[src/rtl/mux_arbiter_3to1.sv]
// mux_arbiter_3to1: round-robin arbiter for a shared 3-to-1 resource with per-tenure transaction cap.
module mux_arbiter_3to1 #(
  parameter int unsigned HOLD_MAX = 4
) (
  input  logic       clk_i,
  input  logic       rst_i,
  input  logic [2:0] req_i,
  input  logic       done_i,
  output logic [2:0] grant_o,
  output logic [1:0] select_o,
  output logic       busy_o,
  output logic [3:0] hold_cnt_o
);
  typedef enum logic {IDLE, GRANT} state_t;
  localparam logic [3:0] HOLD_LAST = 4'(HOLD_MAX - 1);
  state_t     state_q, state_d;
  logic [2:0] grant_q, grant_d;
  logic [1:0] sel_q, sel_d, last_q, last_d, win;
  logic [3:0] hold_q, hold_d;
  logic [2:0] others, cand;
  logic       at_max, rel, take;
  function automatic logic [1:0] nxt(input logic [1:0] i);
    return (i == 2'd2) ? 2'd0 : i + 2'd1;
  endfunction
  // Priority walks forward from the requester after the last grantee.
  function automatic logic [1:0] rr(input logic [2:0] m, input logic [1:0] l);
    logic [1:0] a, b;
    a = nxt(l);
    b = nxt(a);
    return m[a] ? a : (m[b] ? b : nxt(b));
  endfunction
  always_comb begin
    others  = req_i & ~grant_q;
    at_max  = hold_q == HOLD_LAST;
    rel     = !req_i[sel_q] || (done_i && at_max && |others);
    cand    = (state_q == IDLE) ? req_i : others;
    win     = rr(cand, last_q);
    take    = (state_q == IDLE) ? |req_i : (rel && |others);
    state_d = state_q;
    grant_d = grant_q;
    sel_d   = sel_q;
    last_d  = last_q;
    hold_d  = hold_q;
    if (take) begin
      state_d = GRANT;
      grant_d = 3'(1) << win;
      sel_d   = win;
      last_d  = win;
      hold_d  = '0;
    end else if (state_q == IDLE || rel) begin
      state_d = IDLE;
      grant_d = '0;
      hold_d  = '0;
    end else if (done_i) begin
      hold_d  = at_max ? 4'd0 : hold_q + 4'd1;
    end
  end
  always_ff @(posedge clk_i or negedge rst_i) begin
    if (!rst_i) begin
      state_q <= IDLE;
      grant_q <= '0;
      sel_q   <= '0;
      last_q  <= 2'd2;
      hold_q  <= '0;
    end else begin
      state_q <= state_d;
      grant_q <= grant_d;
      sel_q   <= sel_d;
      last_q  <= last_d;
      hold_q  <= hold_d;
    end
  end
  assign grant_o    = grant_q;
  assign select_o   = sel_q;
  assign busy_o     = state_q == GRANT;
  assign hold_cnt_o = hold_q;
endmodule

[config.mk]
export PLATFORM = sky130hd
export DESIGN_NAME = mux_arbiter_3to1
export DESIGN_NICKNAME = d
export VERILOG_FILES = /design/src/rtl/mux_arbiter_3to1.sv
export SDC_FILE = /design/constraint.sdc
export NUM_CORES = 1
export LEC_CHECK = 0
export ABC_AREA = 1
export BUFFER_PORTS_ARGS = -buffer_cell sky130_fd_sc_hd__buf_4
export CORE_MARGIN = 2
export CORE_UTILIZATION = 45
export CTS_BUF_LIST = sky130_fd_sc_hd__clkbuf_4 sky130_fd_sc_hd__clkbuf_8 sky130_fd_sc_hd__clkbuf_16
export DETAILED_ROUTE_END_ITERATION = 12
export PLACE_DENSITY = 0.71
export SLEW_MARGIN = 0
export SYNTH_ARGS = -nofsm -noshare
export SYNTH_HDL_FRONTEND = slang
export SYNTH_SLANG_ARGS = --single-unit
[constraint.sdc]
create_clock -name clk_i -period 1.3 [get_ports clk_i]
set_clock_uncertainty 0.05 [all_clocks]
set_input_delay 0.195 -clock clk_i [delete_from_list [all_inputs] [get_ports clk_i]]
set_output_delay 0.195 -clock clk_i [all_outputs]
set_load 0.01 [all_outputs]
# --- Word level (Yosys, flattened, before mapping) ---
# Index checks and enable logic that the tools add are counted.
op_classes:
  add_sub_neg: 4
  n_mul: 0
  div_mod_pow: 0
  n_lt_le_gt_ge: 3
  eq_ne: 4
  shifts: 1
  muxes: 21
  bitwise: 3
  reduce_logical: 10
ops:
  columns: ["operator", "n"]
  rows:
  - ["$mux 4", 4]
  - ["$mux 2", 5]
  - ["$lt 2x3->1 const B", 3]
  - ["$mux 3", 3]
  - ["$add 2x1->2 const B", 3]
  - ["$bmux 1 s2", 3]
  - ["$eq 2x2->1 const B", 3]
  - ["$mux 1", 6]
  - ["$reduce_or 3->1", 2]
  - ["$add 4x1->4 const B", 1]
  - ["$eq 4x2->1 const B", 1]
  - ["$and 3x3->3", 1]
  - ["$logic_and 1x1->1", 3]
  - ["$not 3->3", 1]
  - ["$reduce_bool 3->1", 1]
  - ["$shl 1x2->3 const A", 1]
  - ["$logic_or 1x1->1", 2]
  - ["$reduce_bool 2->1", 1]
  - ["$logic_not 1->1", 1]
  - ["$not 1->1", 1]
word_totals:
  register_bits: 12
  latchBits: 0
  ramBits: 0
  rom_bits: 0
  input_bits: 6
  word_cells: 51
  n_memories: 0

# --- Depth between registers and ports, before layout ---
logic_depth:
  ltp_word: 10
  depth_mapped: 10
  depth_no_buf: 10

# --- Least setup slack after synthesis ---
# No wires, ideal clock.
synth_path:
  path_kind: "reg-to-reg"
  startpoint: "reg hold_q[0] (netlist: hold_cnt_o[0])"
  endpoint: "reg grant_q[2] (netlist: grant_o[2])"
  setup_ns: 0.118
  t_arrival_ns: 1.260
  t_required_ns: 1.132
  path_slack_ns: -0.128
  stages_incl_launch_ff: 10
  n_path_buf: 0
  cell_sequence: "dfrtp_1 > ha_1 > nand2_2 > nor2_4 > nand2_2 > nand3_4 > nand2_4 > inv_6 > nand2_4 > o21ai_2"
synth_between:
  elab_chain_cells: 7
  elab_cells_between_ends: 9
  cone_classes: "eq/ne: 1; mux: 2; reduce/logical: 6"
synth_lines:
  columns: ["element", "line_no", "rtl"]
  rows:
  - ["start, declared", "19", "logic [3:0] hold_q, hold_d;"]
  - ["start signal, assigned", "70", "hold_q <= hold_d;"]
  - ["$eq 4x2->1 (*)", "34", "at_max = hold_q == HOLD_LAST;"]
  - ["$logic_and 1x1->1 (*) (2 in a row)", "35", "rel = !req_i[sel_q] || (done_i && at_max && |others);"]
  - ["$logic_or 1x1->1 (*)", "35", null]
  - ["$logic_and 1x1->1", "38", "take = (state_q == IDLE) ? |req_i : (rel && |others);"]
  - ["$mux 1", "38", null]
  - ["$mux 3 or $reduce_bool 2->1 (tied branches)", null, null]
  - ["end signal, assigned", "67", "grant_q <= grant_d;"]
  - ["end, declared", "17", "logic [2:0] grant_q, grant_d;"]
# Mark *: on every way between the ends. The rest lies on a longest branch, timed or not.
# A chain may end at the register's enable or synchronous reset.

# --- Worst setup path after layout ---
layout_path:
  startpoint: "reg state_q (netlist: busy_o)"
  endpoint: "reg sel_q[0] (netlist: select_o[0])"
layout_between:
  elab_chain_cells: 5
  elab_cells_between_ends: 8
  cone_classes: "mux: 8"
layout_lines:
  columns: ["element", "line_no", "rtl"]
  rows:
  - ["start, declared", "16", "state_t state_q, state_d;"]
  - ["start signal, assigned", "66", "state_q <= state_d;"]
  - ["$mux 3", "36", "cand = (state_q == IDLE) ? req_i : others;"]
  - ["$bmux 1 s2", "30", "return m[a] ? a : (m[b] ? b : nxt(b));"]
  - ["$mux 1 (not written as such)", "30", null]
  - ["$mux 2 (2 in a row)", "30", null]
  - ["end signal, assigned", "68", "sel_q <= sel_d;"]
  - ["end, declared", "18", "logic [1:0] sel_q, sel_d, last_q, last_d, win;"]
# Parallel ways exist; a longest one is shown, timed or not. The select of a mux whose other input is x is not followed.

==> results.ini <==
[status]
status = finished, violations left
failed_checks = negative setup slack

[synthesis]
synth_fp_nets = 99
synth.distinct_cells = 25
syn_area_um2 = 742
yosys_warn_count = 0
post_synth_main_area_contributors = sky130_fd_sc_hd__dfrtp_1, sky130_fd_sc_hd__nand2_1, sky130_fd_sc_hd__nand2_2, sky130_fd_sc_hd__o21ai_2, sky130_fd_sc_hd__inv_1
synth_top_area_share = 0.337
count_of_state_elements_after_synthesis = 11
synth_seq_area_share = 0.373
synth_top_cell_by_area = sky130_fd_sc_hd__dfrtp_1
syn-instance-count = 92
postSynthAreaPerCell_um2 = 8.06

[critical_path]
r2r_start = busy_o
max_stage_delay_ns = 0.43
crit_fanout = 3
family_with_the_most_delay_on_the_worst_path = simple AND/OR/NAND/NOR gates
timing.critical_path.mode_cell = sky130_fd_sc_hd__nand2_1
worstPathCellList = a21oi_1 > nand2_1 > nand2_1 > inv_1 > nand2_1 > nand2_2 > nand2_4 > o21ai_2
cp_slowest_cell = sky130_fd_sc_hd__dfrtp_1
critical_path_arrival_ns = 1.51
worstSetupEndpointType = flip-flop
critical_path.startpoint = busy_o
worst_setup_path_start_kind = flip-flop
critical_path.n_buffers_inverters = 1
cp_data_required_time_ns = 1.42
critical_path_class = flip-flop to flip-flop

[routing]
drcViolationCount = 0
avgViaCountPerCell = 5.18
post_drt_wl_per_cell_um = 14.3
route.top_layer_used = met4
detail_route.wirelength.met1_um = 911
detail_route.first_pass.iterations = 4
vias = 756
drt_wl_total_um = 2100
initialDrtViolationCount = 7
dr_wl_met3_um = 96
detail-route-antenna-nets = 0
wl_met2_um = 1030

[hold_path]
hold_start = done_i
worstHoldPathType = input port to flip-flop

[final_layout]
layout_commonest_cell = sky130_fd_sc_hd__buf_4
drive_above_1_share = 0.585
area.growth.synth_to_final_pct = 54.3
mostFrequentLayoutCells = sky130_fd_sc_hd__buf_4, sky130_fd_sc_hd__nand2_1, sky130_fd_sc_hd__inv_1, sky130_fd_sc_hd__dfrtp_1, sky130_fd_sc_hd__nand2_2
register_area_um2 = 278
multiInputGateArea_um2 = 475
num-nets-final = 138
fill_cells = 115
diodes = 0

[cts]
tritoncts_clock_tree = done
worst_setup_hold_path_clk_slew_ns = 0.08
cts.sinks = 11
cts_root_buf = sky130_fd_sc_hd__clkbuf_4
cts-buffers-inserted = 3
cts.path.max_buffers = 2
ctsHtreeMaxLevel = 1
clock_insertion_delay_worst_skew_ns = 0.28

[grt]
grt_start_max_net_pins = 12
grt-ovfl-total = 0
track_usage = 0.234
grt_pass1_wl_um = 3280
first_global_vias = 715
antenna_found_initial = 0

[sta]
tightestPinTransition_ns = 0.273
fin_hold_ws_ns = 0.168
slew_headroom = 0.816
fin_crit_sh = 1.07
final-setup-viol-count = 9
achievable-frequency_mhz = 720
timing_hold_violations_final = 0
setup_ws_ns = -0.0881
grt_setup_unrepaired = yes
maxSlewViolCount = 0
layout_min_cycle_time_ns = 1.39

[die]
floorplan.initialDensity = 0.487
std_cell_rows = 14
core_area_mm2 = 0.00152
chipWidth_um = 44.6
io_pins = 16
area_of_the_die_mm2 = 0.00199
die_height_um = 44.6

[flow_run]
cap_viol_max_count = 0

[place]
dp_slack_ns = -0.0291
dp_hpwl_um = 1390
placement.io_buffers = 15
gp_congestion = 0.832

[power]
power_density_mw_per_mm2 = 2230
static-leakage-power_nw = 0.584
vdd.ir_drop.worst_uv = 1590

[synthesized netlist by cell type (all sizes together)]
master / count
nand2: 32
inv: 13
dfrtp: 10
nand3: 8
o21ai: 7
a21oi: 5
nor2: 5
nand4: 3
nor3: 3
a21boi: 1
a31oi: 1
buf: 1
dfstp: 1
ha: 1
xor2: 1
[worst min-delay path: stages]
cell and delay (ns):
sky130_fd_sc_hd__buf_4 0.13, sky130_fd_sc_hd__nand3_1 0.09, sky130_fd_sc_hd__a21oi_2 0.05
[state kept, by name (all words and copies together), names as in the netlist]
signal,count
busy_o,1
grant_o,3
hold_cnt_o,4
last_q,1
select_o,2
[cell type report]
cell class                 count  area share
sequential                    11       0.243
clock buffer                   4      0.0262
timing repair buffer          35       0.251
inverter                      13      0.0470
multi-input combinational     67       0.415
tap                           16      0.0175
[worst paths after layout]
check                                 to  slack (ns)  cells past startpoint
setup / recovery             select_o[0]       -0.09                      8
hold / removal             hold_cnt_o[2]        0.17                      3
setup reg to reg             select_o[0]       -0.09                      8
hold reg to reg                last_q[1]        0.50                      2
max in group asynchronous      last_q[1]        0.73                      2
min in group asynchronous  hold_cnt_o[3]        0.24                      2
[where the power goes]
part	internal [mW]	leakage (nW)	switching, mW	total (mW)
Combinational	0.771	0.426	0.905	1.68
Sequential	0.470	0.140	0.135	0.605
Clock	0.140	0.0184	0.130	0.270
[logic make-up (layout without fill, tap and decap cells)]
family	after synthesis	in the layout	synth area share
AOI/OAI and AO/OA	14	14	0.125
DFF	11	11	0.373
adders and majority gates	1	1	0.0169
and+or+nand+nor	51	51	0.391
xor gates and xnor gates	1	1	0.0118
buffers and inverters	14	52	0.0826
[per-layer routing]
metal,vias up,track usage
met5,-,0
met4,0,0.0727
met3,8,0.0408
met2,23,0.391
met1,352,0.304
li1,373,-
[metrics by stage]
| step | std cells | setup TNS, ns | util | total power [mW] | instance area, µm² |
|---|---|---|---|---|---|
| after floorplan | 92 | -0.472 | - | 1.45 | 744 |
| after global placement | 134 | -0.0112 | 0.630 | 1.91 | 960 |
| after detailed placement | 134 | -0.120 | 0.630 | 1.95 | 960 |
| after CTS | 143 | -0.0809 | 0.700 | 2.41 | 1070 |
| after global routing | 146 | -0.834 | 0.751 | 2.71 | 1140 |
| final | 146 | -0.407 | 0.751 | 2.55 | 1140 |
[repair_timing]
item | CTS | global route
gates resized for setup | 11 | 11
setup buffers | 4 | 3
pin swaps | 7 | 2
setup endpoints to repair | 8 | 12
hold buffers | 1 | 0
endpoints found under the hold margin | 11 | 0
Power figures use the tool's default switching activity.
